<file path="config.mk">
export PLATFORM = sky130hd
export DESIGN_NAME = uart_tx_word
export DESIGN_NICKNAME = d
export VERILOG_FILES = /design/src/rtl/uart_tx_word_pkg.sv /design/src/rtl/uart_tx_word_baud_tick.sv /design/src/rtl/uart_tx_word.sv
export SDC_FILE = /design/constraint.sdc
export NUM_CORES = 1
export LEC_CHECK = 0
export CAP_MARGIN = 20
export CORE_MARGIN = 5
export CORE_UTILIZATION = 40
export CTS_CLUSTER_DIAMETER = 200
export DETAILED_ROUTE_END_ITERATION = 10
export PLACE_DENSITY = 0.68
export SLEW_MARGIN = 30
export SYNTH_ARGS = -nofsm -noshare
export SYNTH_HDL_FRONTEND = slang
export SYNTH_SLANG_ARGS = --single-unit
</file>
<file path="constraint.sdc">
create_clock -name clk -period 4.3 [get_ports clk]
set_input_delay 0.86 -clock clk [delete_from_list [all_inputs] [get_ports clk]]
set_output_delay 0.86 -clock clk [all_outputs]
set_load 0.05 [all_outputs]
</file>
<file path="src/rtl/uart_tx_word_pkg.sv">
// uart_tx_word_pkg
// Shared definitions for the word-to-UART drain stage: FSM state encoding,
// 8N1 frame geometry and the default baud divisor (100 MHz / 115200).
package uart_tx_word_pkg;

  typedef enum logic [2:0] {
    ST_IDLE  = 3'd0,
    ST_REQ   = 3'd1,
    ST_LATCH = 3'd2,
    ST_START = 3'd3,
    ST_DATA  = 3'd4,
    ST_STOP  = 3'd5
  } state_e;

  localparam int DATA_BITS            = 8;   // payload bits per frame
  localparam int FRAME_BITS           = 10;  // start + 8 data + stop
  localparam int DEFAULT_CLKS_PER_BIT = 868;

endpackage

</file>
<file path="src/rtl/uart_tx_word_baud_tick.sv">
// uart_baud_tick
// Free-running bit-period counter. Counts 0..CLKS_PER_BIT-1 and flags the
// last cycle of every bit period. A synchronous clear holds the count at
// zero, so the first period after clear is released is a full one.
//
// Ports:
//   clk      in   system clock
//   reset    in   synchronous, active-high
//   clear_i  in   hold counter at 0 (and suppress tick) while high
//   tick_o   out  high on the last cycle of each CLKS_PER_BIT-cycle period
module uart_baud_tick #(
  parameter int CLKS_PER_BIT = 868
) (
  input  logic clk,
  input  logic reset,
  input  logic clear_i,
  output logic tick_o
);

  localparam int CNT_W = (CLKS_PER_BIT > 2) ? $clog2(CLKS_PER_BIT) : 1;
  localparam logic [CNT_W-1:0] LAST_CNT = CNT_W'(CLKS_PER_BIT - 1);

  logic [CNT_W-1:0] cnt_q;
  logic [CNT_W-1:0] cnt_d;

  always_comb begin
    cnt_d = cnt_q + 1'b1;
    if (clear_i || (cnt_q == LAST_CNT)) begin
      cnt_d = '0;
    end
  end

  always_ff @(posedge clk) begin
    if (reset) begin
      cnt_q <= '0;
    end else begin
      cnt_q <= cnt_d;
    end
  end

  assign tick_o = ~clear_i && (cnt_q == LAST_CNT);

endmodule

</file>
<file path="src/rtl/uart_tx_word.sv">
// uart_tx_word
// Drain stage behind the word FIFO. Pops one WIDTH-bit word per request and
// sends it as WIDTH/8 back-to-back 8N1 UART frames, byte 0 (word[7:0])
// first, LSB first within each byte. A popped word equal to EMPTY_WORD is
// the FIFO's "read while empty" value and is dropped with an empty_seen
// pulse instead of being transmitted. WIDTH must be a multiple of 8 and
// CLKS_PER_BIT must be at least 2.
//
// Ports:
//   clk         in   system clock, all logic on posedge
//   reset       in   synchronous, active-high
//   enable      in   level; keep pulling words while high
//   fifo_read   out  one-cycle read strobe to the FIFO
//   fifo_data   in   FIFO data_out, valid the cycle after fifo_read
//   tx          out  UART serial line, idle high
//   busy        out  high whenever the FSM is outside IDLE
//   word_done   out  one-cycle pulse after the last stop bit of a word
//   empty_seen  out  one-cycle pulse when the popped word is EMPTY_WORD
module uart_tx_word
  import uart_tx_word_pkg::*;
#(
  parameter int               WIDTH        = 32,
  parameter int               CLKS_PER_BIT = DEFAULT_CLKS_PER_BIT,
  parameter logic [WIDTH-1:0] EMPTY_WORD   = {WIDTH{1'b1}}
) (
  input  logic             clk,
  input  logic             reset,
  input  logic             enable,
  output logic             fifo_read,
  input  logic [WIDTH-1:0] fifo_data,
  output logic             tx,
  output logic             busy,
  output logic             word_done,
  output logic             empty_seen
);

  localparam int NUM_BYTES = WIDTH / DATA_BITS;
  localparam int BYTE_W    = (NUM_BYTES > 1) ? $clog2(NUM_BYTES) : 1;
  localparam logic [BYTE_W-1:0] LAST_BYTE = BYTE_W'(NUM_BYTES - 1);
  localparam logic [2:0]        LAST_BIT  = 3'(DATA_BITS - 1);

  state_e           state_q;
  logic [WIDTH-1:0] word_q;
  logic [7:0]       shift_q;
  logic [2:0]       bit_idx_q;
  logic [BYTE_W-1:0] byte_idx_q;
  logic             tx_q;
  logic             fifo_read_q;
  logic             busy_q;
  logic             word_done_q;
  logic             empty_seen_q;

  logic              baud_clear;
  logic              baud_tick;
  logic [BYTE_W-1:0] next_byte;

  // The baud counter only matters in the timed states; holding it at zero
  // elsewhere guarantees START is entered with a fresh count. Every other
  // state change happens on a tick, where the counter wraps to zero anyway.
  assign baud_clear = (state_q == ST_IDLE) || (state_q == ST_REQ) ||
                      (state_q == ST_LATCH);

  assign next_byte = byte_idx_q + 1'b1;

  uart_baud_tick #(
    .CLKS_PER_BIT(CLKS_PER_BIT)
  ) u_baud (
    .clk     (clk),
    .reset   (reset),
    .clear_i (baud_clear),
    .tick_o  (baud_tick)
  );

  // Single FSM process; every output is registered alongside the state so
  // it reflects the state being entered.
  always_ff @(posedge clk) begin
    if (reset) begin
      state_q      <= ST_IDLE;
      word_q       <= '0;
      shift_q      <= '0;
      bit_idx_q    <= '0;
      byte_idx_q   <= '0;
      tx_q         <= 1'b1;
      fifo_read_q  <= 1'b0;
      busy_q       <= 1'b0;
      word_done_q  <= 1'b0;
      empty_seen_q <= 1'b0;
    end else begin
      fifo_read_q  <= 1'b0;
      word_done_q  <= 1'b0;
      empty_seen_q <= 1'b0;
      case (state_q)
        ST_IDLE: begin
          tx_q <= 1'b1;
          if (enable) begin
            state_q     <= ST_REQ;
            fifo_read_q <= 1'b1;
            busy_q      <= 1'b1;
          end
        end
        ST_REQ: begin
          state_q <= ST_LATCH;
        end
        ST_LATCH: begin
          word_q <= fifo_data;
          if (fifo_data == EMPTY_WORD) begin
            empty_seen_q <= 1'b1;
            busy_q       <= 1'b0;
            state_q      <= ST_IDLE;
          end else begin
            byte_idx_q <= '0;
            shift_q    <= fifo_data[7:0];
            tx_q       <= 1'b0;
            state_q    <= ST_START;
          end
        end
        ST_START: begin
          if (baud_tick) begin
            bit_idx_q <= '0;
            tx_q      <= shift_q[0];
            state_q   <= ST_DATA;
          end
        end
        ST_DATA: begin
          if (baud_tick) begin
            if (bit_idx_q == LAST_BIT) begin
              tx_q    <= 1'b1;
              state_q <= ST_STOP;
            end else begin
              bit_idx_q <= bit_idx_q + 1'b1;
              shift_q   <= {1'b0, shift_q[7:1]};
              // Present the bit that becomes shift[0] after this shift.
              tx_q      <= shift_q[1];
            end
          end
        end
        ST_STOP: begin
          if (baud_tick) begin
            if (byte_idx_q != LAST_BYTE) begin
              byte_idx_q <= next_byte;
              shift_q    <= word_q[{next_byte, 3'b000} +: 8];
              tx_q       <= 1'b0;
              state_q    <= ST_START;
            end else begin
              word_done_q <= 1'b1;
              busy_q      <= 1'b0;
              state_q     <= ST_IDLE;
            end
          end
        end
        default: begin
          tx_q    <= 1'b1;
          busy_q  <= 1'b0;
          state_q <= ST_IDLE;
        end
      endcase
    end
  end

  assign fifo_read  = fifo_read_q;
  assign tx         = tx_q;
  assign busy       = busy_q;
  assign word_done  = word_done_q;
  assign empty_seen = empty_seen_q;

endmodule

</file>
# Word-level counts from Yosys, hierarchy flattened
# Cells that the tools add are included.
# totals
reg_bits,63
out_inout_bits,5
# classes
addsub,3
n_eq_ne,19
shifts,1
n_mux,37
bitwise,7
n_reduce_logical,19
# ops
op,count
2-to-1 mux 8 bit,5
"equality test 32 bit, second input constant",1
variable part select 32 x 6 -> 8 bit,1
2-to-1 mux 3 bit,8
case mux 8 bit (3 select lines),1
"!= test 2 bit, second input constant",10
case mux 3 bit (6 select lines),1
2-to-1 mux 1 bit,13
AND reduction 6 bit,2
"adder 10 x 1 -> 10 bit, second input constant",1
"equality test 10 bit, second input constant",1
2-to-1 mux 2 bit,5
AND reduction 5 bit,2
"equality test 3 bit, second input constant",3
AND reduction 4 bit,2
inverter 1 bit,7
"equality test 3 x 2 -> 1 bit, second input constant",2
case mux 3 bit (2 select lines),1
OR reduction 2 bit,3
OR reduction 3 bit,2
case mux 1 bit (5 select lines),1
case mux 1 bit (4 select lines),1
case mux 2 bit (2 select lines),1
nonzero test 2 bit,2
8 further kinds,10

# Longest topological paths before layout
# Gate-level depths: netlist (run 1).
# logic_depth
depth_word,7
mapped_depth,8
ltp_nobuf,7

# Cells and area by module
# From an unflattened synthesis (run 1), not the netlist that was laid out.
# unflattened
hier_cells,379
area_unflattened_um2,3039.2
# modules_own_cells
mod,n_inst,cells_per_inst,area_each_um2,seq_area_each_um2
uart_tx_word,1,324,2575.0,1061.0
uart_baud_tick,1,55,464.2,200.2

# Least setup slack after synthesis (run 1)
# OpenSTA, ideal clock, no wires.
# synth_path
path_type,input to register
startpoint,input port fifo_data[18]
endpoint,register shift_q[3]
arrival_time_ns,2.028
path_slack_ns,2.156
path_stages,6
path_cell_list,nand4_1 > nor4_1 > a21oi_1 > or2_1 > buf_2 > a31o_2
# synth_via
elab_chain_len,3
# synth_lines
item,line,rtl
start: declaration,uart_tx_word.sv:30,"input logic [WIDTH-1:0] fifo_data,"
equality test 32 bit,uart_tx_word.sv:106,if (fifo_data == EMPTY_WORD) begin
!= test 2 bit (no source line),n/a,
AND reduction 6 bit (no source line),n/a,
end signal: assignment,uart_tx_word.sv:112,shift_q <= fifo_data[7:0];
end signal: assignment,uart_tx_word.sv:131,"shift_q <= {1'b0, shift_q[7:1]};"
end signal: assignment,uart_tx_word.sv:141,"shift_q <= word_q[{next_byte, 3'b000} +: 8];"
end: declaration,uart_tx_word.sv:44,logic [7:0] shift_q;
# Every way passes these cells.
# A chain may end at the register's enable or synchronous reset.

# Worst setup path in the final report (run 1)
# layout_path
startpoint,input port fifo_data[2]
endpoint,register shift_q[5]
# Same word-level chain as after synthesis.

==> qor.csv, run 1 <==
stage;metric;value;unit
status;status;finished, final reports clean;
final_layout;antennaDiodeCount;0;
power;power_leakage;1.20;nW
logic_synthesis;yosysWarnings;0;
job;drv_cap;0;
placed_design;port_buffers;39;
power;power_frac_clock;0.388;
placed_design;gpl.final_weighted_congestion;0.826;
cts;cts.path.max_buffers;2;
power;p_seq_frac;0.475;
routing;route.detailed.drc;0;
logic_synthesis;ys.flop_type;dfxtp_1;
power;max-vdd-ir-drop;0.117;mV
final_layout;multiInputGateArea;1600;um^2
routing;viasPerCell;5.40;
power;swShare;0.273;
cts;cts_buffers;9;
timing;fin_setup_tns;0;ps
timing;fmax;335;MHz
global_routing;grt-ovfl-total;0;
timing;drv_slew;0;
timing;finalCritPeriodShare;0.694;
floorplanning;start_util;0.412;
timing;finalHoldViolations;0;
cts;clock_latency;350;ps
cts;cts_hold_buf;0;
floorplanning;ios;40;
setup_path;start_kind;input pin;
timing;fin_skew;12.6;ps
setup_path;reg2reg_to;shift_q[5];
timing;timing.final.crit_period;2980;ps
cts;cts.sinks;63;
final_layout;nFillCells;703;
logic_synthesis;synth-seq-area-share;0.422;
power;combPwrFrac;0.136;
logic_synthesis;synth.top_cells.by_count;nand2_1, dfxtp_1, a21oi_1, nor2_1, clkbuf_1;
timing;worst_slew_pin_slew;690;ps
routing;drtIter0Drc;143;
global_routing;antenna_found_initial;0;
cts;ctsResizeCount;0;
placed_design;hpwl;5240;um
logic_synthesis;ys_seq_elements;63;
setup_path;critPathCapture;shift_q[5];
setup_path;crit_start;fifo_data[2];
global_routing;grt_pass1_vias;2454;
setup_path;path_max_fanout;15;
setup_path;r2r_slack;2050;ps
logic_synthesis;syn_nets;394;
global_routing;grt_max_degree;50;
min_path;hold_path_class;reg2reg;
logic_synthesis;synth_cells;355;
cts;clkSlewWorstSetupHoldPaths;80;ps
cts;cts_setup_buffers;0;
logic_synthesis;syn-cell-area;2990;um^2
logic_synthesis;synthArstFlopShare;0;
global_routing;grt_pass1_wl;12200;um
floorplanning;core_area;7250;um^2
floorplanning;die_w;96.4;um
setup_path;path_class;in2reg;
routing;dr.pass1.iters;4;
logic_synthesis;syn_avg_cell_area;8.42;um^2
routing;wl_per_cell;15.2;um
floorplanning;num_rows;31;
timing;maxSlewHeadroom;0.536;
setup_path;worstPathRequired;4530;ps
timing;fin_ws;1320;ps
final_layout;regArea;1260;um^2
setup_path;cp-end-kind;register;
cts;tritoncts;built;
power;p_int;956;uW
routing;ant_nets;0;
final_layout;layout-drive-gt1-share;0.108;
logic_synthesis;synth_area_leaders;dfxtp_1, nand2_1, a21oi_1, mux4_2, nor2_1;
routing;wl;7410;um
logic_synthesis;yosysTopAreaCellShare;0.422;
setup_path;reg2regPathDepth;5;
setup_path;reg2reg_from;byte_idx_q[0];
power;power_density;363;nW/um^2
logic_synthesis;yosysMostFrequentCell;nand2_1;
timing;setup_viol;0;
power;p_switching;359;uW
floorplanning;die_y;96.4;um
global_routing;grt_use_total;0.172;
cts;cts-root-buf;clkbuf_8;
logic_synthesis;synth-edff-count;0;
cts;cts_max_level;3;
logic_synthesis;synthDistinctLibCells;48;
routing;vias;2629;
placed_design;dp_slack;914;ps
setup_path;arrival;3210;ps
timing;grt_setup_unrepaired;no;
logic_synthesis;yosysTopAreaCell;dfxtp_1;
final_layout;finalNetCount;422;
floorplanning;die_area;9300;um^2
final_layout;area.growth.synth_to_final;21.1;%
through the flow:
stage                     utilization  cell area (um^2)  hold slack (ps)  cells  power (mW)
after floorplan                     -              2990              433    355       0.746
after global placement          0.471              3420              440    471       0.813
after detailed placement        0.471              3420              447    471       0.816
after CTS                       0.498              3610              457    487        1.32
after global routing            0.499              3620              472    487        1.36
final                           0.499              3620              459    487        1.31
logic make-up (layout without fill, tap and decap cells):
logic type / after synthesis / in the layout / synth area share
simple gates: 157 / 157 / 0.254
buf+inv: 30 / 63 / 0.0423
xor+xnor: 8 / 8 / 0.0235
flops: 63 / 63 / 0.422
mux: 15 / 15 / 0.0838
fa+ha+maj: 4 / 4 / 0.0168
compound gates: 78 / 78 / 0.157
critical path: stages:
cell and delay [ps]:
clkdlybuf4s50_1 590, nand4_1 120, nor4_1 640, a21oi_2 330, or2_1 400, a31o_2 270
worst min-delay path by stage:
| stage | startpoint | end | slack, ps | cells after the start |
|---|---|---|---|---|
| after floorplan | word_q[24] | word_q[24] | 430 | 2 |
| after global placement | word_q[18] | word_q[18] | 440 | 2 |
| after detailed placement | word_q[18] | word_q[18] | 450 | 2 |
| after CTS | word_q[18] | word_q[18] | 460 | 2 |
| after global routing | word_q[18] | word_q[18] | 470 | 2 |
| final | word_q[18] | word_q[18] | 460 | 2 |
power groups by stage:
| stage | clock network (mW) | logic, mW | registers [mW] |
|---|---|---|---|
| 4_1_cts | 0.517 | 0.178 | 0.625 |
| 3_5_place_dp | 0 | 0.178 | 0.638 |
| 3_3_place_gp | 0 | 0.176 | 0.637 |
| 2_1_floorplan | 0 | 0.102 | 0.644 |
| 6_report | 0.510 | 0.179 | 0.625 |
| 5_1_grt | 0.539 | 0.196 | 0.628 |
per-layer routing:
layer,global-route usage,up-vias,share of wire,routed length (um)
met5,0,-,0,0
met3,0.0294,10,0.073,540
met2,0.246,76,0.44,3270
met1,0.253,1228,0.47,3490
met4,0.0736,0,0.014,102
li1,-,1315,-,-
area by class of cell:
cell class                      count  share of cell area
Sequential cell                    63               0.349
Clock buffer                        9              0.0342
Tap cell                           99              0.0342
Clock inverter                      7              0.0197
Inverter                            3             0.00311
Timing Repair Buffer               44               0.117
Multi-Input combinational cell    262               0.443
sequential cells by signal, summed over array words and instances (netlist names):
name	count
byte_idx_q	2
word_q	32
fifo_read	1
word_done	1
state_q	3
u_baud.cnt_q	10
bit_idx_q	3
busy	1
tx	1
empty_seen	1
shift_q	8
layout by cell type (no fill, tap or decap), types with 2 or more instances in the layout:
cell type	n
clkinv_2	2
buf_4	5
nand3_1	7
a211oi_1	3
nor2b_1	5
o21ai_0	8
clkbuf_8	9
a21oi_1	47
and2_1	2
clkinvlp_4	3
nor4b_1	4
mux4_2	8
mux2i_1	7
nor4_1	4
nand4_1	11
ha_1	4
a31o_2	4
nor2_1	22
nand2b_1	7
xnor2_1	2
clkdlybuf4s50_1	38
inv_1	3
xor2_1	6
and4_1	3
nand2_1	77
nor3_1	3
dfxtp_1	63
or3b_2	2
a311oi_1	4
or3_1	2
(Power assumes the default switching activity.)
==> inputs of run 2 (changes only) <==
clock period = 3.01 ns   (was 4.3 ns; I/O delays follow)
==> qor.csv, run 2 (synthesized netlist as in run 1, its figures left out) <==
stage;metric;value;unit;change
final_layout;area.growth.synth_to_final;21.1;%;about the same
setup_path;timing.critical_path.buf_inv;1;;unchanged
floorplanning;die_y;96.4;um;unchanged
timing;holdWs;452;ps;-6.48 ps
routing;viasPerCell;5.30;;-1.8%
timing;setup_viol;0;;unchanged
floorplanning;ios;40;;unchanged
final_layout;postLayoutCoreUtil;0.499;;about the same
floorplanning;start_util;0.412;;unchanged
cts;cts_buffers;9;;unchanged
routing;wl_per_cell;14.7;um;-3.1%
final_layout;multiInputGateArea;1600;um^2;unchanged
final_layout;layout-drive-gt1-share;0.108;;-0.000278
setup_path;worstPathRequired;3240;ps;-1290 ps
timing;grt_setup_unrepaired;no;;
timing;drv_slew;0;;unchanged
setup_path;arrival;2880;ps;-330 ps
setup_path;path_max_fanout;15;;unchanged
final_layout;stdcell_area;3620;um^2;about the same
job;drv_cap;0;;unchanged
power;p_seq_frac;0.482;;+0.007
placed_design;port_buffers;39;;unchanged
cts;cts_max_level;3;;unchanged
global_routing;grt_pass1_wl;11800;um;-3.4%
timing;finalHoldViolations;0;;unchanged
cts;cts_hold_buf;0;;unchanged
final_layout;largest_reg_flops;32;;unchanged
floorplanning;core_area;7250;um^2;unchanged
placed_design;place_area;3430;um^2;+0.22%
cts;ctsResizeCount;0;;unchanged
power;combPwrFrac;0.137;;about the same
final_layout;antennaDiodeCount;0;;unchanged
placed_design;gpl.final_weighted_congestion;0.802;;-3.0%
routing;ant_nets;0;;unchanged
power;max-vdd-ir-drop;0.255;mV;+120%
setup_path;crit_path_cell_trace;clkdlybuf4s50_1 -> nand4_1 -> nor4_1 -> a21oi_2 -> or2_1 -> a31o_2;;
setup_path;slowest_stage;nor4_1;;
min_path;hp-start;word_q[17];;
setup_path;path_class;in2reg;;
final_layout;finalNetCount;423;;+0.24%
final_layout;layout_common_cells;nand2_1, dfxtp_1, a21oi_1;;
setup_path;start_kind;input pin;;
placed_design;hpwl;5180;um;-1.2%
routing;route.detailed.drc;0;;unchanged
cts;tritoncts;built;;
timing;fin_ws;367;ps;-950 ps
power;power_leakage;1.21;nW;+0.82%
final_layout;nFillCells;709;;+0.85%
timing;fin_setup_tns;0;ps;unchanged
cts;cts_setup_buffers;0;;unchanged
routing;dr.pass1.iters;4;;unchanged
cts;cts.sinks;63;;unchanged
cts;clock_latency;340;ps;about the same
final_layout;layout_commonest_cell;nand2_1;;
setup_path;cp-end-kind;register;;
min_path;hold_path_class;reg2reg;;
cts;cts-root-buf;clkbuf_8;;
power;p_switching;489;uW;+36%
timing;finalCritPeriodShare;0.878;;
timing;fmax;378;MHz;
routing;vias;2586;;-1.6%
cts;cts.path.max_buffers;2;;unchanged
placed_design;dp_slack;-40.9;ps;-955 ps
floorplanning;die_area;9300;um^2;unchanged
cts;clkSlewWorstSetupHoldPaths;80;ps;about the same
power;power_density;512;nW/um^2;+41%
global_routing;antenna_found_initial;0;;unchanged
timing;maxSlewHeadroom;0.581;;+0.0450
final_layout;reg.largest.list;word_q x32, u_baud.cnt_q x10, shift_q x8;;
setup_path;max_stage_delay;590;ps;-50 ps
global_routing;grt-ovfl-total;0;;unchanged
power;power_frac_clock;0.381;;-0.007
power;p_int;1.36;mW;+43%
timing;worst_slew_pin_slew;623;ps;-66.9 ps
setup_path;crit_start;fifo_data[2];;
floorplanning;die_w;96.4;um;unchanged
timing;fin_skew;12.0;ps;-0.563 ps
global_routing;grt_use_total;0.166;;-0.00590
setup_path;critPathTopFamily;simple AND/OR/NAND/NOR gates;;
timing;timing.final.crit_period;2640;ps;
final_layout;largest_register;word_q;;
routing;wl;7200;um;-2.9%
setup_path;reg2reg_from;state_q[2];;
global_routing;grt_pass1_vias;2416;;-1.5%
global_routing;grt_max_degree;35;;-30%
final_layout;regArea;1260;um^2;unchanged
floorplanning;num_rows;31;;unchanged
routing;drtIter0Drc;192;;+34%
status;status;finished, final reports clean;;
power;swShare;0.264;;-0.00897
[run 2: power groups by stage]
stage / sequential, mW / clock, mW / combinational (mW)
floorplan: 0.920 / 0 / 0.145
global placement: 0.911 / 0 / 0.251
detailed placement: 0.911 / 0 / 0.252
CTS: 0.892 / 0.723 / 0.252
global route: 0.897 / 0.762 / 0.277
finish: 0.892 / 0.706 / 0.254
[run 2: worst paths after layout]
kind / endpoint / slack (ps) / depth (start not counted)
setup reg to reg: shift_q[7] / 870 / 6
setup / recovery: shift_q[4] / 370 / 6
hold / removal: word_q[17] / 450 / 2
hold reg to reg: word_q[17] / 450 / 2
[run 2: layer usage]
layer	wire length, um	track usage	part of all wire
met2	3270	0.240	0.45
met4	88	0.0759	0.012
met1	3300	0.237	0.46
met3	532	0.0325	0.074
met5	0	0	0
[run 2: cell type report]
| cell class | instances | share of cell area |
|---|---|---|
| Sequential cell | 63 | 0.348 |
| Tap cell | 99 | 0.0342 |
| Inverter | 3 | 0.00311 |
| Timing Repair Buffer | 45 | 0.119 |
| Multi-Input combinational cell | 262 | 0.443 |
| Clock buffer | 10 | 0.0353 |
| Clock inverter | 6 | 0.0169 |
[run 2: metrics by stage]
stage	instances	power [mW]
6_report	488	1.85
5_1_grt	488	1.94
4_1_cts	488	1.87
3_5_place_dp	472	1.16
2_1_floorplan	355	1.07
3_3_place_gp	472	1.16
[run 2: worst min-delay path: cells and delay by family (launching register included)]
kind               cells  cell delay [ps]
and+or+nand+nor        1               50
DFF                    1              310
AOI/OAI and AO/OA      1               50
==> RTL change 1 (settings of run 1) <==
The parameter `WIDTH` goes from 32 to 16.
--- a/src/rtl/uart_tx_word.sv
+++ b/src/rtl/uart_tx_word.sv
@@ -21,3 +21,3 @@
 #(
-  parameter int               WIDTH        = 32,
+  parameter int               WIDTH        = 16,
   parameter int               CLKS_PER_BIT = DEFAULT_CLKS_PER_BIT,
Ports: changed (resized fifo_data); port bits go from 40 to 24. The function was not compared with the original's and may differ.
==> RTL change 1 against run 1 <==
Area after synthesis down 25%. Total power down 26%. Setup slack better by 340 ps. Final area down 28%. Wire length down 34%. Sequential cell count down 17. Synthesized cell count down 22%. Global-route usage down 2.5 points.
==> RTL change 1: results (changes against run 1) <==
LAYOUT
---------------------------------------------------------------------------
Share of layout cells above drive strength 1                          5.50%   was 10.8%
Layout fillers                                                          576   was 703
Biggest regs                                                   word_q x16, u_baud.cnt_q x10, shift_q x8   was word_q x32, u_baud.cnt_q x10, shift_q x8
Number of nets at the end of the flow                                   312   was 422

WORST SETUP PATH
---------------------------------------------------------------------------
Critical path peak fanout                                                17   was 15
Reg-to-reg endpoint                                              state_q[0]   was shift_q[5]
CP delay by family, top                                        compound AO/OA/AOI/OAI gates   was simple AND/OR/NAND/NOR gates
FF-to-FF Start                                                   state_q[0]   was byte_idx_q[0]
R2R Setup Slk                                                       2030 ps   was 2050 ps
Data arrival time of the critical path                              2880 ps   was 3210 ps
Slowest cell delay on critical path                                  550 ps   was 640 ps
CP startpoint                                                  fifo_data[4]   was fifo_data[2]

STA
---------------------------------------------------------------------------
Worst slew pin tran                                                  791 ps   was 690 ps
Post-route clock skew                                               3.74 ps   was 12.6 ps

GRT
---------------------------------------------------------------------------
GRT Util Overall                                                      14.6%   was 17.2%
Maximum number of pins on one net before global-route repair             26   was 50
First-pass GRT wire length                                          8.59 mm   was 12.2 mm

PLACED DESIGN
---------------------------------------------------------------------------
Cells after DPL                                                         355   was 471
Count of input and output buffers                                        23   was 39
Post-DP HPWL                                                        3.36 mm   was 5.24 mm

SYNTHESIS
---------------------------------------------------------------------------
Yosys cell types                                                         47   was 48
Ranking of synthesized cells by area                           sky130_fd_sc_hd__dfxtp_1 (41%), sky130_fd_sc_hd__a21oi_1 (9.1%), sky130_fd_sc_hd__nand2_1 (7.7%)   was sky130_fd_sc_hd__dfxtp_1 (42%), sky130_fd_sc_hd__nand2_1 (9.7%), sky130_fd_sc_hd__a21oi_1 (8.0%)

STATUS
---------------------------------------------------------------------------
Run status                                                     finished, final reports clean   unchanged

DRT
---------------------------------------------------------------------------
Total number of vias                                                  1,919   was 2,629

MIN PATH
---------------------------------------------------------------------------
Destination of the worst hold path                               word_q[12]   was word_q[18]

POWER
---------------------------------------------------------------------------
Internal Pwr Total                                               0.000740 W   was 0.000956 W
Peak VDD IR                                                          166 µV   was 117 µV
Pleak                                                              0.832 nW   was 1.20 nW

CLOCK NETWORK
---------------------------------------------------------------------------
Insertion delay to the later sink of the worst-skew pair             300 ps   was 350 ps

-- RTL change 1: cell types whose count changed after synthesis, sizes merged, moves of 6 or more --
| cell | run 1 | this run |
|---|---|---|
| dfxtp | 63 | 46 |
| nand2 | 78 | 46 |
| a21oi | 48 | 41 |
| mux4 | 8 | 0 |
| clkbuf | 18 | 6 |
| or3 | 2 | 8 |
| nor2 | 23 | 29 |
-- RTL change 1: worst max-delay path by stage --
stage | end | slack [ps]
2_1_floorplan | tx | 2160
3_3_place_gp | tx | 1440
3_5_place_dp | tx | 1380
4_1_cts | tx | 1690
5_1_grt | tx | 1540
6_report | tx | 1660
-- RTL change 1: cells by family (layout without fill, tap and decap cells) --
logic type,count (synthesis),after routing,synth area share (%)
AOI/OAI and AO/OA,72,72,19.2
xor gates and xnor gates,8,8,3.12
adders and majority gates,4,4,2.11
buffers and inverters,23,36,5.23
DFF,46,46,41.0
muxes,9,9,4.01
and+or+nand+nor,116,116,25.4
-- RTL change 1: worst reg2reg max path: stages, from the launching register on --
cell and delay (ps):
sky130_fd_sc_hd__dfxtp_1 530, sky130_fd_sc_hd__buf_4 350, sky130_fd_sc_hd__inv_1 160, sky130_fd_sc_hd__nand2_1 500
sky130_fd_sc_hd__o22ai_1 280, sky130_fd_sc_hd__o21ai_0 230, sky130_fd_sc_hd__a21oi_1 80
-- RTL change 1: metrics by stage --
step	utilization [%]	area (µm²)	setup slack, ps	hold slack, ps	total power, W
2_1_floorplan	-	2250	2160	430	0.000545
3_3_place_gp	45.3	2480	1440	442	0.000582
3_5_place_dp	45.3	2480	1380	449	0.000584
4_1_cts	47.9	2620	1690	461	0.000977
5_1_grt	47.9	2620	1540	486	0.00101
6_report	47.9	2620	1660	459	0.000970
-- RTL change 1: power by group through the flow --
stage	clock [W]	sequential, W	combinational (W)
floorplan	0	0.000468	0.0000774
global placement	0	0.000465	0.000118
detailed placement	0	0.000465	0.000119
CTS	0.000402	0.000455	0.000119
global route	0.000425	0.000458	0.000132
finish	0.000396	0.000455	0.000119
-- RTL change 1: area by class of cell --
class | instances | area (µm²) | share of cell area (%)
multi-input cells | 209 | 1210 | 46.2
repair buffers | 25 | 245 | 9.36
clock inverters | 2 | 60.1 | 2.29
inverters | 3 | 11.3 | 0.430
clock buffers | 6 | 82.6 | 3.15
flip-flops and latches | 46 | 921 | 35.1
well taps | 72 | 90.1 | 3.44
-- RTL change 1: per-layer routing --
layer / track usage [%] / vias up / share of wire [%]
li1: - / 994 / -
met1: 19.9 / 874 / 49
met2: 22.2 / 42 / 44
met3: 3.40 / 9 / 5.0
met4: 5.90 / 0 / 1.7
met5: 0 / - / 0
==> RTL change 2 (settings of run 1) <==
Without the edit above. Register the output `tx` once more, with the module's reset; this adds one clock of latency there. The other outputs are not delayed to match.
--- a/src/rtl/uart_tx_word.sv
+++ b/src/rtl/uart_tx_word.sv
@@ -160,3 +160,9 @@
   assign fifo_read  = fifo_read_q;
-  assign tx         = tx_q;
+  always_ff @(posedge clk) begin
+    if (reset) begin
+      tx <= '0;
+    end else begin
+      tx <= tx_q;
+    end
+  end
   assign busy       = busy_q;
Formal check against the unedited RTL: not equivalent (Yosys sat finds a counterexample within 4 cycles, from zero or initial values and one cycle with reset high).
==> RTL change 2 against run 1 <==
Final area is 0.93% higher. Clock skew is 3.3 ps lower. Area after synthesis is 0.84% higher. Count of clock-buffer cells in the layout stayed put. Setup slack better by 7.0 ps. Fmax is 0.24% higher. Total power is 1.7% higher. Sequential cell count is 1 higher. Wire length is 1.3% higher. Largest power group unchanged.
==> RTL change 2: results (changes against run 1) <==
STATUS
---------------------------------------------------------------------------
Run status                                                     finished, final reports clean   unchanged

LAYOUT
---------------------------------------------------------------------------
Number of flip-flops and latches                                         64   was 63
Fraction of area in non-clock buffers                                 11.6%   was 11.7%
Area growth from synthesis to layout                                  21.2%   was 21.1%
Register Area                                                   0.00128 mm²   was 0.00126 mm²
Portion of the layout cell area used by clock cells                   5.58%   was 5.39%
Layout fillers                                                          746   was 703
Final Instance Count excl. Fillers                                      488   was 487
Multi-input logic portion of the cell area                            44.1%   was 44.3%
Share of layout cells above drive strength 1                          11.1%   was 10.8%

POWER
---------------------------------------------------------------------------
Peak VDD IR                                                          226 µV   was 117 µV
Clock-net power                                                  0.000523 W   was 0.000510 W
Fraction of power spent switching nets                                27.3%   about the same
Post-route total power                                            0.00134 W   was 0.00131 W

DRT
---------------------------------------------------------------------------
DRT iter0 DRCs                                                          168   was 143
Routed wire length on met2                                          3.43 mm   was 3.27 mm
Final wirelength                                                    7.51 mm   was 7.41 mm
Total number of vias                                                  2,654   was 2,629
Detailed route wirelength on metal3                                  465 µm   was 540 µm

STA
---------------------------------------------------------------------------
Worst slew pin tran                                                  681 ps   was 690 ps
Worst hold slack across all endpoints                                454 ps   was 459 ps

SYNTHESIS
---------------------------------------------------------------------------
Net count after synthesis                                               395   was 394
Instance count of the mapped netlist                                    356   was 355
Commonest cells post-synth                                     sky130_fd_sc_hd__nand2_1 (77), sky130_fd_sc_hd__dfxtp_1 (64), sky130_fd_sc_hd__a21oi_1 (49), sky130_fd_sc_hd__nor2_1 (22), sky130_fd_sc_hd__clkbuf_1 (19)   was sky130_fd_sc_hd__nand2_1 (77), sky130_fd_sc_hd__dfxtp_1 (63), sky130_fd_sc_hd__a21oi_1 (48), sky130_fd_sc_hd__nor2_1 (22), sky130_fd_sc_hd__clkbuf_1 (18)
Yosys cell types                                                         49   was 48
Ranking of synthesized cells by area                           sky130_fd_sc_hd__dfxtp_1 (43%), sky130_fd_sc_hd__nand2_1 (9.6%), sky130_fd_sc_hd__a21oi_1 (8.1%)   was sky130_fd_sc_hd__dfxtp_1 (42%), sky130_fd_sc_hd__nand2_1 (9.7%), sky130_fd_sc_hd__a21oi_1 (8.0%)
Part of the Yosys area used for sequential elements                   42.5%   was 42.2%

PLACED DESIGN
---------------------------------------------------------------------------
Routability cong.                                                     0.845   was 0.826
Post-DP HPWL                                                        5.30 mm   was 5.24 mm
Post-detailed-placement cell area                               0.00344 mm²   was 0.00342 mm²
Cells after DPL                                                         472   was 471

GRT
---------------------------------------------------------------------------
Number of global-route vias before repair                             2,521   was 2,454
Maximum number of pins on one net before global-route repair             35   was 50
Routing usage on met2                                                 24.7%   was 24.6%
First-pass GRT wire length                                          12.5 mm   was 12.2 mm
GRT Util Overall                                                      16.3%   was 17.2%

WORST SETUP PATH
---------------------------------------------------------------------------
Critical Path Sink                                               shift_q[2]   was shift_q[5]
R2R Setup Slk                                                       2020 ps   was 2050 ps

MIN PATH
---------------------------------------------------------------------------
Destination of the worst hold path                               word_q[13]   was word_q[18]
Start point of the worst hold path                               word_q[13]   was word_q[18]

-- RTL change 2: cell types whose count changed after synthesis, sizes merged --
cell    change
buf         -2
a31o        +1
nand2b      -1
nor4b       +1
a21oi       +1
nor2b       +1
o21ai       -2
a211oi      -1
clkbuf      +2
dfxtp       +1
-- RTL change 2: worst max-delay path, stage by stage --
cell	delay, ps
sky130_fd_sc_hd__clkdlybuf4s50_1	580
sky130_fd_sc_hd__nand4_1	150
sky130_fd_sc_hd__nor4_1	630
sky130_fd_sc_hd__a21oi_2	310
sky130_fd_sc_hd__or2_1	400
sky130_fd_sc_hd__a31o_2	270
-- RTL change 2: logic make-up (layout without fill, tap and decap cells) --
logic type               Yosys count  after routing  synth area share (%)
AND/OR/NAND/NOR                  158            158                  25.5
AO/OA/AOI/OAI                     77             77                  15.5
flip-flops                        64             64                  42.5
buffers and inverters             30             63                  4.19
multiplexers                      15             15                  8.31
XOR/XNOR                           8              8                  2.33
adder cells (fa/ha/maj)            4              4                  1.66
